[src/rtl/lsu.sv]
// RV32I load/store unit: one aligned data-bus transaction per memory instruction,
// with sign/zero-extended load writeback and fault reporting for bad accesses.
//
// state  | meaning
// S_IDLE | ready for a new access; faults are reported from here
// S_REQ  | bus request held until grant
// S_WAIT | load granted, waiting for read data
module lsu (
   input  logic        i_clk,
   input  logic        i_reset,
   input  logic        i_ex_valid,
   output logic        o_ex_ready,
   input  logic        i_is_store,
   input  logic [2:0]  i_funct3,
   input  logic [31:0] i_addr,
   input  logic [31:0] i_wdata,
   input  logic [4:0]  i_rd,
   output logic        o_mem_req,
   input  logic        i_mem_gnt,
   output logic [31:0] o_mem_addr,
   output logic        o_mem_we,
   output logic [3:0]  o_mem_be,
   output logic [31:0] o_mem_wdata,
   input  logic        i_mem_rvalid,
   input  logic [31:0] i_mem_rdata,
   output logic        o_wb_valid,
   output logic [4:0]  o_wb_rd,
   output logic [31:0] o_wb_data,
   output logic        o_st_done,
   output logic        o_fault,
   output logic        o_fault_cause,
   output logic [31:0] o_fault_addr
);

   typedef enum logic [1:0] {
      S_IDLE = 2'd0,
      S_REQ  = 2'd1,
      S_WAIT = 2'd2
   } state_t;

   state_t      r_state;
   state_t      w_state_nxt;

   logic [1:0]  r_off;
   logic [2:0]  r_f3;
   logic        r_store;
   logic [4:0]  r_rd;

   logic        w_accept;
   logic        w_illegal;
   logic        w_misal;
   logic [3:0]  w_be;
   logic [31:0] w_wdata_rep;
   logic [31:0] w_shift;
   logic [31:0] w_load;

   assign w_accept = i_ex_valid && (r_state == S_IDLE);

   assign w_illegal = (i_funct3 == 3'b011) || (i_funct3 == 3'b110) ||
                      (i_funct3 == 3'b111) || (i_is_store && i_funct3[2]);

   assign w_misal = ((i_funct3[1:0] == 2'b01) && i_addr[0]) ||
                    ((i_funct3[1:0] == 2'b10) && (i_addr[1:0] != 2'b00));

   // Lane mask and replicated store data depend only on access size and offset.
   always_comb begin
      w_be        = 4'b1111;
      w_wdata_rep = i_wdata;
      case (i_funct3[1:0])
         2'b00: begin
            w_be        = 4'b0001 << i_addr[1:0];
            w_wdata_rep = {4{i_wdata[7:0]}};
         end
         2'b01: begin
            w_be        = i_addr[1] ? 4'b1100 : 4'b0011;
            w_wdata_rep = {2{i_wdata[15:0]}};
         end
         default: begin
            w_be        = 4'b1111;
            w_wdata_rep = i_wdata;
         end
      endcase
   end

   assign w_shift = i_mem_rdata >> {r_off, 3'b000};

   always_comb begin
      w_load = w_shift;
      case (r_f3)
         3'b000:  w_load = {{24{w_shift[7]}}, w_shift[7:0]};
         3'b100:  w_load = {24'h000000, w_shift[7:0]};
         3'b001:  w_load = {{16{w_shift[15]}}, w_shift[15:0]};
         3'b101:  w_load = {16'h0000, w_shift[15:0]};
         default: w_load = w_shift;
      endcase
   end

   always_ff @(posedge i_clk) begin
      if (i_reset) r_state <= S_IDLE;
      else         r_state <= w_state_nxt;
   end

   always_comb begin
      w_state_nxt = r_state;
      o_ex_ready  = 1'b0;
      o_mem_req   = 1'b0;
      case (r_state)
         S_IDLE: begin
            o_ex_ready = 1'b1;
            if (w_accept && !(w_illegal || w_misal)) w_state_nxt = S_REQ;
         end
         S_REQ: begin
            o_mem_req = 1'b1;
            if (i_mem_gnt) w_state_nxt = r_store ? S_IDLE : S_WAIT;
         end
         S_WAIT: begin
            if (i_mem_rvalid) w_state_nxt = S_IDLE;
         end
         default: w_state_nxt = S_IDLE;
      endcase
   end

   always_ff @(posedge i_clk) begin
      if (i_reset) begin
         o_mem_addr    <= '0;
         o_mem_we      <= 1'b0;
         o_mem_be      <= '0;
         o_mem_wdata   <= '0;
         o_wb_valid    <= 1'b0;
         o_wb_rd       <= '0;
         o_wb_data     <= '0;
         o_st_done     <= 1'b0;
         o_fault       <= 1'b0;
         o_fault_cause <= 1'b0;
         o_fault_addr  <= '0;
         r_off         <= '0;
         r_f3          <= '0;
         r_store       <= 1'b0;
         r_rd          <= '0;
      end else begin
         o_fault    <= 1'b0;
         o_st_done  <= 1'b0;
         o_wb_valid <= 1'b0;

         if (w_accept) begin
            if (w_illegal || w_misal) begin
               o_fault       <= 1'b1;
               o_fault_cause <= w_illegal;
               o_fault_addr  <= i_addr;
            end else begin
               o_mem_addr  <= {i_addr[31:2], 2'b00};
               o_mem_we    <= i_is_store;
               o_mem_be    <= w_be;
               o_mem_wdata <= w_wdata_rep;
               r_off       <= i_addr[1:0];
               r_f3        <= i_funct3;
               r_store     <= i_is_store;
               r_rd        <= i_rd;
            end
         end

         if ((r_state == S_REQ) && i_mem_gnt && r_store) o_st_done <= 1'b1;

         if ((r_state == S_WAIT) && i_mem_rvalid) begin
            o_wb_valid <= 1'b1;
            o_wb_rd    <= r_rd;
            o_wb_data  <= w_load;
         end
      end
   end

endmodule

[config.mk]
export PLATFORM = sky130hd
export DESIGN_NAME = lsu
export DESIGN_NICKNAME = d
export VERILOG_FILES = /design/src/rtl/lsu.sv
export SDC_FILE = /design/constraint.sdc
export NUM_CORES = 1
export LEC_CHECK = 0
export BUFFER_PORTS_ARGS = -buffer_cell sky130_fd_sc_hd__buf_2
export CORE_UTILIZATION = 41
export CTS_BUF_LIST = sky130_fd_sc_hd__clkbuf_8
export CTS_CLUSTER_DIAMETER = 50
export CTS_CLUSTER_SIZE = 30
export DETAILED_ROUTE_END_ITERATION = 6
export GPL_TIMING_DRIVEN = 0
export PLACE_DENSITY = 0.7
export SLEW_MARGIN = 20
export SYNTH_ARGS = -nofsm -noshare
export SYNTH_HDL_FRONTEND = slang
export SYNTH_SLANG_ARGS = --single-unit
[constraint.sdc]
create_clock -name i_clk -period 4.2 [get_ports i_clk]
set_input_delay 0.63 -clock i_clk [delete_from_list [all_inputs] [get_ports i_clk]]
set_output_delay 0.63 -clock i_clk [all_outputs]
set_load 0.1 [all_outputs]
==> results of run 1 <==
-- final cells by class --
cell class	count	area [sq um]
Fill cell	1439	6550
Tap cell	184	230
Clock buffer	18	248
Timing Repair Buffer	250	1250
Inverter	5	18.8
Multi-Input combinational cell	536	2800
Sequential cell	152	3040
Clock inverter	14	151
Buffer	60	298
-- cells by family after synthesis --
| kind of cell | after synthesis | synth area share |
|---|---|---|
| compound gates | 199 | 0.195 |
| other cells | 1 | 0.000609 |
| flops | 152 | 0.495 |
| buf+inv | 65 | 0.0514 |
| simple gates | 294 | 0.188 |
| mux | 41 | 0.0702 |
-- layout by cell type (no fill, tap or decap), types with 6 or more instances in the layout --
cell type	netlist	routed
sky130_fd_sc_hd__dfxtp_1	152	152
sky130_fd_sc_hd__mux2_2	7	7
sky130_fd_sc_hd__mux2i_1	33	33
sky130_fd_sc_hd__clkbuf_1	38	38
sky130_fd_sc_hd__a21oi_1	111	111
sky130_fd_sc_hd__o21ai_0	20	20
sky130_fd_sc_hd__buf_2	10	260
sky130_fd_sc_hd__a311oi_1	12	12
sky130_fd_sc_hd__a211oi_1	26	26
sky130_fd_sc_hd__nor2_1	45	45
sky130_fd_sc_hd__a22o_1	7	7
sky130_fd_sc_hd__clkbuf_8	0	18
sky130_fd_sc_hd__nand2_1	229	229
sky130_fd_sc_hd__buf_6	6	6
sky130_fd_sc_hd__o211ai_1	16	16
-- metal layers --
layer | up-vias | GRT usage
met4 | 0 | 0.0900
li1 | 3099 | -
met1 | 2846 | 0.323
met5 | - | 0
met2 | 266 | 0.418
met3 | 33 | 0.0760
-- how the worst max path moves through the flow --
stage	end	slack, ns	depth (start not counted)
floorplan	o_mem_req	1.77	1
detailed placement	r_rd[3]	1.77	8
CTS	o_wb_data[23]	1.95	6
global route	o_wb_data[21]	1.80	6
global placement	o_mem_wdata[24]	1.78	8
finish	o_wb_data[16]	1.93	6
-- worst max-delay path: stages, from the launching register on --
cell                       delay, ns
sky130_fd_sc_hd__dfxtp_1        0.39
sky130_fd_sc_hd__buf_2          0.26
sky130_fd_sc_hd__mux2i_1        0.21
sky130_fd_sc_hd__nand3_1        0.09
sky130_fd_sc_hd__a31oi_1        0.64
sky130_fd_sc_hd__clkbuf_1       0.42
sky130_fd_sc_hd__a211oi_1       0.13
-- power by group through the flow --
stage          registers [mW]  clock network [mW]  logic, mW
2_1_floorplan            2.00                   0      0.233
3_3_place_gp             1.57                   0      0.861
3_5_place_dp             1.57                   0      0.863
5_1_grt                  1.55                1.21      0.910
6_report                 1.54                1.12      0.865
4_1_cts                  1.54                1.14      0.865
-- metrics by stage --
| stage | hold slack (ns) | power (mW) |
|---|---|---|
| final | 0.371 | 3.52 |
| after global routing | 0.324 | 3.67 |
| after CTS | 0.345 | 3.55 |
| after detailed placement | 0.442 | 2.43 |
| after global placement | 0.438 | 2.43 |
| after floorplan | 0.432 | 2.23 |
-- flip-flops by register name, indices dropped and copies added, names as in the netlist, 2 cells and up --
name / flops
r_off: 2
o_wb_data: 32
r_f3: 3
o_mem_wdata: 32
o_mem_be: 4
o_fault_addr: 32
o_mem_addr: 30
r_state: 2
o_wb_rd: 5
r_rd: 5
==> impl.org, run 1 <==
** Floorplanning
- The die is 125 um wide.
- Area of the core region :: 14600 sq um
- Area of the die :: 15500 sq um
- Measured along the y axis, the die boundary spans 125 um.
- Initial Util :: 0.422
- In this run the core area contains 44 standard-cell rows.
- For this design the top-level I/O count stands at 254.

** Power
- The internal portion of the total power is 2.23 mW.
- Worst ir drop on vdd :: 290 uV
- Power share of the clock group :: 0.318
- Summed over all nets, the switching power comes to 1.30 mW.
- Summed over all cells, the static leakage comes to 3.50 nW.
- Power per unit of standard cell area :: 438 nW/um^2
- Of the total power, the share spent switching nets is 0.368.
- Of the total power, registers draw 0.437.
- Of the total power, combinational logic draws 0.245.

** Clocking
- The cell sitting at the root of the clock tree is a sky130_fd_sc_hd__clkbuf_8.
- For the worst-skew pair, the clock arrives at the later sink with an insertion delay of 0.45 ns.
- Post-CTS repair timing setup buffer count :: 0
- H-tree levels :: 4
- Maximum count of clock buffers along a single path :: 2
- CTS tree :: yes
- PostCTS Resize Cnt :: 0
- The number of hold buffers added after CTS was 0.
- Clock tree synthesis found a total of 152 sinks.
- Clock-pin slew was measured on the worst setup and hold paths at 0.09 ns.
- Clock tree synthesis inserted a total of 17 buffers.

** STA
- Measured against its own limit, the worst slew margin works out to 0.491.
- Setup repair after global routing left no endpoint under its margin.
- Share of the cycle needed by the critical path after routing :: 0.541
- Hold Fails Final Rpt :: 0
- The max-slew violation total from the final report was 0.
- Final setup violation count :: 0
- Total negative slack :: 0 ns
- Worst Skew :: 0.0109 ns
- Peak clock frequency supported by timing :: 440 MHz
- Final worst slack :: 1.93 ns
- Minimum period implied by the final worst setup slack :: 2.27 ns
- Slew at the pin closest to its max-slew limit :: 0.760 ns

** Finish
- The finished cells cover 8040 sq um.
- Syn-to-layout area delta :: 30.6%
- Once layout is complete, the cells apart from fillers number 1219.
- Antenna Diode Count :: 0
- Share of final-layout standard cells stronger than drive strength 1 :: 0.300
- The final layout contains 1132 nets.
- At the end of the flow the core is filled with cells to 0.551.

** GRT
- The number of antenna violations at the first check in global routing is 0.
- Entering global routing, the biggest net connects 17 pins.
- The first global-routing pass estimated 31.3 mm of wire.
- Global-route usage over all layers :: 0.257
- For this run the aggregate overflow at the end of global routing stands at 0.
- Number of global-route vias before repair :: 5919

** Drt
- The highest metal layer carrying signal wires in the routed design is met4.
- In the routed design, unresolved DRC markers number 0.
- Once detail routing completed, the nets flagged for antenna violations numbered 0.
- Met3 routed WL :: 1.48 mm
- 1st-pass router iterations :: 5
- Vias after detailed routing :: 6244
- Post-detailed-route wirelength per cell :: 16.3 um
- After the first detailed-routing iteration, the DRC count stood at 336.
- Dividing the detail-routed via count by the number of cells gives 5.12.
- Detailed route wirelength on metal2 :: 9.44 mm
- Detailed-route wire length :: 19.8 mm
- The detailed router put a total of 8.49 mm of wire on met1.

** Worst hold path
- Hold Path Stages :: 2
- Worst hold start :: i_reset
- Hold-critical path endpoint :: o_wb_valid
- The min-delay analysis places its worst path in the category in2reg.

** Setup path
- The critical path starts at r_off[0].
- The startpoint identified for the worst register-to-register timing path is r_off[0].
- Required time of the worst setup path :: 4.50 ns
- Critical path type :: reg2reg
- For the worst setup path, the data arrival time is 2.58 ns.
- The worst register-to-register path ends at o_wb_data[16].
- Path depth of the worst reg2reg path :: 6
- The setup check on the worst reg-to-reg path leaves a slack of 1.93 ns.
- Crit-path max FO :: 10
- The worst setup path is launched from a register.
- The worst setup path is captured at a register.

** Placed design
- Summed over all nets, the half-perimeter wirelength after detailed placement is 14.9 mm.
- Including well taps, the total number of placed cells is 1187.
- Buffers placed on the I/O ports in this run total 250.
- Placement Cell Area :: 7640 sq um
- Post-Place Setup Slack :: 1.77 ns
- Gpl congestion :: 0.847

** Synth
- Synthesis inferred 152 register bits.
- Largest area contributor in the synthesized netlist :: sky130_fd_sc_hd__dfxtp_1
- Commonest cells in the netlist :: 229 x sky130_fd_sc_hd__nand2_1, 152 x sky130_fd_sc_hd__dfxtp_1, 111 x sky130_fd_sc_hd__a21oi_1
- Most used flip-flop cell after synthesis :: sky130_fd_sc_hd__dfxtp_1
- Ys async rst share :: 0
- sky130_fd_sc_hd__nand2_1 is the most common cell in the netlist.
- Yosys warning total :: 0
- The share of synthesized area in the top cell type comes to 0.495.
- Synthesis produced 752 cells.
- Of the synthesized area, sequential elements account for 0.495.
- Counting flops with a built-in enable in the synthesized netlist gives 0.
- A synthesized cell averages 8.18 sq um.
- Post-synthesis instance area :: 6150 sq um
- Distinct cells, synth :: 35
- Top cells by area, synth :: sky130_fd_sc_hd__dfxtp_1 49%, sky130_fd_sc_hd__nand2_1 14%, sky130_fd_sc_hd__a21oi_1 9.0%

** Run
- Max-cap violations in this run came to 0.

** Status
- Outcome :: finished clean
Power figures use the tool's default switching activity.
==> run 2, diff against run 1 <==
- PLACE_DENSITY: 0.7 -> 0.73
- clock period: 4.2 -> 1.9 ns (I/O delays scaled with it)
==> run 2 against run 1 <==
Compared with the run above: die area unchanged; final cell count is 0.25% higher; clock power increased by 140%; critical path type unchanged; critical endpoint is now o_wb_data[4]; routed wire length rose by 0.72%; core utilization is 0.85 points higher; largest cell class unchanged; worst hold slack got worse by 0.30 ns; combinational power is 120% higher; cell area is 1.5% higher; register-to-register slack got worse by 1.8 ns.
==> impl.org, run 2 (synthesis results as in run 1) <==
** Status
- The flow ran to the end, and the final reports show no timing, DRC or antenna violations.

** Floorplanning
- The core region is 14600 sq um.
- Number of top-level design ports :: 254
- Chip width :: 125 um
- Cell row count :: 44
- Initial Util :: 0.422
- Area of the die :: 15500 sq um
- Height of the die :: 125 um

** Drt
- For this block, the via count after detailed routing is 6328.
- The detail route stage leaves a number of antenna-violating nets equal to 0.
- Detailed-route DRC error count :: 0
- Post-detailed-route wirelength per cell :: 16.3 um
- Number of DRC markers after the initial detailed-route iteration :: 287
- Vias per inst :: 5.18
- 1st-pass router iterations :: 5
- Detailed-route wire length :: 20.0 mm

** Setup path
- The worst setup path is of the reg2reg kind.
- Traced cell by cell, the critical path runs through buf_2, buf_2, mux2_2, o211ai_1, a21oi_1.
- Of all nets on the critical path, the largest fanout is 10.
- The worst setup path is launched from a register.
- Counting stages on the worst path, the most repeated cell is sky130_fd_sc_hd__buf_2.
- Critical path's slowest cell :: sky130_fd_sc_hd__mux2_2
- For this run, the slowest stage of the critical path takes 0.42 ns.
- The worst setup path is captured at a register.
- STA puts the critical path data required time at 2.21 ns.
- Critical path data arrival time :: 2.10 ns

** STA
- At the pin with the least slew margin, the transition time is 0.708 ns.
- The max-slew violation total from the final report is 0.
- Max-slew headroom at the worst pin :: 0.528
- Peak clock frequency supported by timing :: 560 MHz
- Of the available clock period, the critical path in the final layout requires 0.940.
- On the final layout, the worst clock skew is 0.0122 ns.
- The number of hold violations in the final report was 0.
- Setup repair after global routing missed its margin :: yes
- Minimum period implied by the final worst setup slack :: 1.79 ns
- Final setup violation count :: 0

** Clocking
- Clock buffers created by TritonCTS :: 17
- The tree built by TritonCTS fans out to 152 sinks.
- The H-tree generated during clock tree synthesis spans 4 levels.
- At the later pin of the worst-skew pair, clock insertion delay measures 0.45 ns.
- Counting along the longest clock path gives a buffer depth of 2.
- After clock tree synthesis, the clock-pin slew on the worst setup and hold paths is 0.09 ns.
- CTS tree :: yes
- Clock Tree Root :: sky130_fd_sc_hd__clkbuf_8

** Finish
- The library cell used most frequently in the layout, excluding fill and tap cells, is sky130_fd_sc_hd__buf_2.
- The top cell types in the final layout, fill and taps aside, are 259 x sky130_fd_sc_hd__buf_2, 229 x sky130_fd_sc_hd__nand2_1, 152 x sky130_fd_sc_hd__dfxtp_1.
- Final core utilization :: 0.559
- At the end of the flow, the number of nets in the layout was 1135.
- Share of final-layout standard cells stronger than drive strength 1 :: 0.317
- The number of antenna diodes in the final layout is 0.
- The largest registers in the layout are o_fault_addr: 32 flops, o_mem_wdata: 32 flops, o_wb_data: 32 flops.
- Relative to the synthesized area, the layout overhead comes to 32.6%.

** Power
- The design draws 8.05 mW.
- Leakage power of the design :: 3.58 nW
- Dividing total power by cell area gives a power density of 986 nW/um^2.
- Across the VDD grid, the largest voltage drop is 603 uV.

** Placed design
- Gpl congestion :: 0.904
- Port buffering added 250 buffers.
- Placed wire-length estimate after detailed placement :: 14.9 mm

** GRT
- The number of global-route vias before repair was 6087.
- Global-route usage over all layers :: 0.258
- Sum of overflow across all layers after global routing :: 0
- Wire length of the first global-routing pass :: 31.7 mm
- Largest net degree at the start of global routing :: 17
- Number of antenna violations at the first check in global routing :: 0

** Worst hold path
- The path class of the tightest hold or removal check is in2reg.

** Run
- Across the run, the number of max-cap violations was 0.
[run 2: cell count changes in the layout (fill, tap and decap cells not counted), sizes merged]
cell	before	now
bufinv	2	4
dlygate4sd3	0	1
inv	7	8
buf	272	273
clkinvlp	4	3
clkinv	6	5
[run 2: through the flow]
stage	area, sq um	hold WS [ns]	TNS (ns)	cells	worst slack [ns]
2_1_floorplan	6160	0.366	0	753	0.0135
3_3_place_gp	7640	0.438	-14.37	1187	-0.280
3_5_place_dp	7640	0.443	-17.56	1187	-0.297
4_1_cts	8120	0.0409	0	1220	0.0164
5_1_grt	8160	0.0417	-0.0225	1222	-0.0225
6_report	8160	0.0692	0	1222	0.115
[run 2: layout make-up]
| type | count | area [sq um] |
|---|---|---|
| plain buffers | 60 | 313 |
| fillers | 1419 | 6430 |
| flip-flops and latches | 152 | 3040 |
| repair buffers | 253 | 1280 |
| well taps | 184 | 230 |
| inverters | 5 | 18.8 |
| clock inverters | 15 | 203 |
| clock buffers | 17 | 234 |
| multi-input cells | 536 | 2840 |
[run 2: worst paths after layout]
kind / endpoint / cells past startpoint / from / slack, ns
worst min-delay path: o_fault_addr[16] / 3 / i_addr[16] / 0.07
worst max register to register: o_wb_data[4] / 5 / r_off[0] / 0.11
worst min register to register: o_wb_rd[4] / 2 / r_rd[4] / 0.45
worst max-delay path: o_wb_data[4] / 5 / r_off[0] / 0.11
[run 2: power breakdown]
group          internal (mW)  leakage, nW  switching (mW)
sequential              3.33         1.24          0.0742
clock                   1.44        0.215            1.29
combinational          0.398         2.13            1.53
total                   5.16         3.58            2.89
[run 2: per-layer routing]
layer,GRT usage,part of all wire
met1,0.318,0.42
met2,0.424,0.48
met3,0.0769,0.079
met4,0.0921,0.021
met5,0,0
[run 2: worst max-delay path, delay by kind of cell (launching register included)]
| family | cells | cell delay (ns) |
|---|---|---|
| AOI/OAI and AO/OA | 2 | 0.27 |
| buffers and inverters | 2 | 0.59 |
| DFF | 1 | 0.37 |
| muxes | 1 | 0.42 |
[run 2: repair_timing]
| item | CTS | global route |
|---|---|---|
| setup buffers | 0 | 2 |
| setup endpoints to repair | 61 | 51 |
| hold endpoints to repair | 1 | 0 |
| pin swaps | 0 | 1 |
| hold buffers | 1 | 0 |
| gates resized for setup | 8 | 19 |
| cloned | 0 | 0 |
==> run 3, diff against run 2 <==
- CAP_MARGIN: unset -> 10
- CORE_UTILIZATION: 41 -> 35
- PLACE_DENSITY: 0.73 -> unset
==> run 3 against run 2 <==
Compared with the run above: core utilization is 8.5 points lower; final cell count is 3.3% higher; clock skew hardly changed; register-to-register slack worse by 0.02 ns; clock power is 6% lower; first-iteration DRC count is 3.1% lower; largest power group unchanged; cell area is 0.26% higher; power is 1.8% lower; worst hold slack worse by 0.0017 ns; global-route usage is 2.6 points lower; count of clock-buffer cells in the layout is 1 higher.
==> impl.org, run 3 (synthesis results as in run 1) <==
** Setup path
- In this run the critical register-to-register path is launched from r_off[0].
- At the worst endpoint, the required time is 2.21 ns.
- R2R setup slack :: 0.1 ns
- Of all nets on the critical path, the largest fanout is 10.
- The critical path is of the reg2reg type.
- Critical Path Source Type :: register
- At the worst endpoint, the arrival time is 2.11 ns.
- Endpoint class of the critical path :: register
- Path depth of the worst reg2reg path :: 5
- Critical R2R Capture :: o_wb_data[5]

** Floorplanning
- Height of the die :: 135 um
- The die is 135 um wide.
- The initialized floorplan defines 48 standard-cell rows.
- Initial Util :: 0.357
- Area of the core region :: 17200 sq um
- The floorplan step defined a die boundary enclosing 18100 sq um.
- 254 I/O pins were placed.

** STA
- The tightest hold path in the finished design has a slack of 0.0675 ns.
- Between clock sinks in the finished design, the worst skew comes to 0.0120 ns.
- Total count of max-transition violations in the final report :: 0
- Setup violations remaining at the end of the flow were counted as 0.
- At the pin with the least slew margin, the transition time is 0.689 ns.
- For this run, the top clock speed supported by timing is 555 MHz.
- Hold Fails Final Rpt :: 0
- Minimum period implied by the final worst setup slack :: 1.80 ns
- Max-slew headroom at the worst pin :: 0.539
- In the post-route analysis, the smallest setup slack over all paths is 0.0994 ns.
- Setup repair after global routing missed its margin :: no
- Share of the cycle needed by the critical path after routing :: 0.948

** Run
- Across the run, the number of max-cap violations was 0.

** Clocking
- Clock-pin slew was measured on the worst setup and hold paths at 0.08 ns.
- The root buffer cell chosen for the clock tree is sky130_fd_sc_hd__clkbuf_8.
- Clock buffers created by TritonCTS :: 17
- CTS tree :: yes
- Later-pin clock latency in the skew report :: 0.46 ns
- The longest clock path from root to sink contains 2 buffers.
- In this run the number of H-tree levels came out at 4.
- Counting every sink on the clock net gives 152.

** Power
- Power per unit of standard cell area :: 967 nW/um^2
- The internal portion of the total power is 5.05 mW.
- Of the total power, the share spent switching nets is 0.362.
- Net switching power of the design :: 2.86 mW
- Of the total power, combinational logic draws 0.244.
- Worst ir drop on vdd :: 501 uV
- The analysis attributes to cell leakage a power of 3.57 nW.
- Of the total power, the clock network draws 0.325.
- The share of total power dissipated in sequential elements is 0.430.

** Status
- The run finished with clean final reports.

** Worst hold path
- Hold-critical path endpoint :: r_rd[3]
- Hold Path Stages :: 3
- The tightest min-delay check is of the in2reg type.
- Worst hold start :: i_rd[3]

** Drt
- For this run, design rule violations remaining after detail routing come to 0.
- Once detail routing completed, the nets flagged for antenna violations numbered 0.
- The final route contains 6241 vias.
- The routed design has 21.0 mm of wire.
- Number of DRC markers after the initial detailed-route iteration :: 278
- After detailed routing, the number of vias per cell comes to 4.95.
- The first detailed-routing pass took 4 iterations.
- After detailed routing, the average wire length per cell comes to 16.6 um.

** Placed design
- Timing analysis after detailed placement gives a worst setup slack of -0.315 ns.
- The HPWL after detailed placement is 15.8 mm.
- Gpl congestion :: 0.840
- During placement, the flow inserted port buffers numbering 250.

** GRT
- Entering global routing, the biggest net connects 17 pins.
- Number of antenna violations at the first check in global routing :: 2
- For this run, the total global-route usage over all layers was measured as 0.232.
- The first global-routing pass estimated 32.3 mm of wire.
- Number of global-route vias before repair :: 5939
- After global routing the overflow that remains totals 0.

** Finish
- Leaving out fill and tap cells, the most frequent cell in the layout is sky130_fd_sc_hd__buf_2.
- Syn-to-layout area delta :: 33.0%
- The top cell types in the final layout, fill and taps aside, are 259 x sky130_fd_sc_hd__buf_2, 229 x sky130_fd_sc_hd__nand2_1, 152 x sky130_fd_sc_hd__dfxtp_1.
- Of the cells placed in the final design, the portion with a size suffix greater than 1 is 0.316.
- Largest registers ranked by flip-flop count :: o_fault_addr: 32 flops, o_mem_wdata: 32 flops, o_wb_data: 32 flops
- Net count, final :: 1134
## run 3: critical path, stage by stage (launching register included)
cell and delay (ns):
sky130_fd_sc_hd__dfxtp_1 0.38, sky130_fd_sc_hd__buf_2 0.25, sky130_fd_sc_hd__buf_2 0.33, sky130_fd_sc_hd__mux2_2 0.41, sky130_fd_sc_hd__o211ai_1 0.20, sky130_fd_sc_hd__a21oi_1 0.09
## run 3: worst max-delay path by stage
stage / from / end / cells past startpoint
floorplan: r_state[1] / o_ex_ready / 1
global placement: r_off[0] / o_wb_data[21] / 6
detailed placement: r_off[0] / o_wb_data[22] / 6
CTS: r_state[0] / o_mem_req / 2
global route: r_state[0] / o_mem_req / 2
finish: r_off[0] / o_wb_data[5] / 5
## run 3: power by group through the flow
| stage | clock (mW) | combinational [mW] | sequential, mW |
|---|---|---|---|
| after floorplan | 0 | 0.515 | 4.42 |
| after global placement | 0 | 1.92 | 3.47 |
| after detailed placement | 0 | 1.92 | 3.47 |
| after CTS | 2.65 | 1.93 | 3.40 |
| after global routing | 2.78 | 2.04 | 3.42 |
| final | 2.57 | 1.93 | 3.40 |
## run 3: per-layer routing
layer  track usage  routed length, um  vias to the layer above
met5             0                  8                        -
met4        0.0986                505                        2
met3        0.0679               1540                       33
met2         0.370               9840                      223
met1         0.292               9110                     2878
li1              -                  -                     3105
## run 3: final cells by class
class,count,area (sq um)
clock inverters,13,158
plain buffers,60,313
repair buffers,252,1270
well taps,225,282
multi-input cells,536,2850
inverters,5,18.8
flip-flops and latches,152,3040
fillers,1806,9050
diodes,1,2.50
clock buffers,18,248
## run 3: per-stage QoR
stage,util,std cells,power (mW),setup TNS [ns],instance area (sq um)
detailed placement,0.446,1228,5.40,-17.63,7690
floorplan,-,753,4.94,0,6160
global route,0.475,1262,8.23,0,8180
CTS,0.472,1260,7.98,0,8140
finish,0.475,1262,7.91,0,8180
global placement,0.446,1228,5.39,-16.25,7690
## run 3: repair_timing
item | CTS | global route
endpoints found under the setup margin | 112 | 72
hold endpoints to repair | 1 | 0
gates resized for setup | 6 | 24
hold buffers | 1 | 0
pin swaps | 0 | 1
buffers inserted | 0 | 1
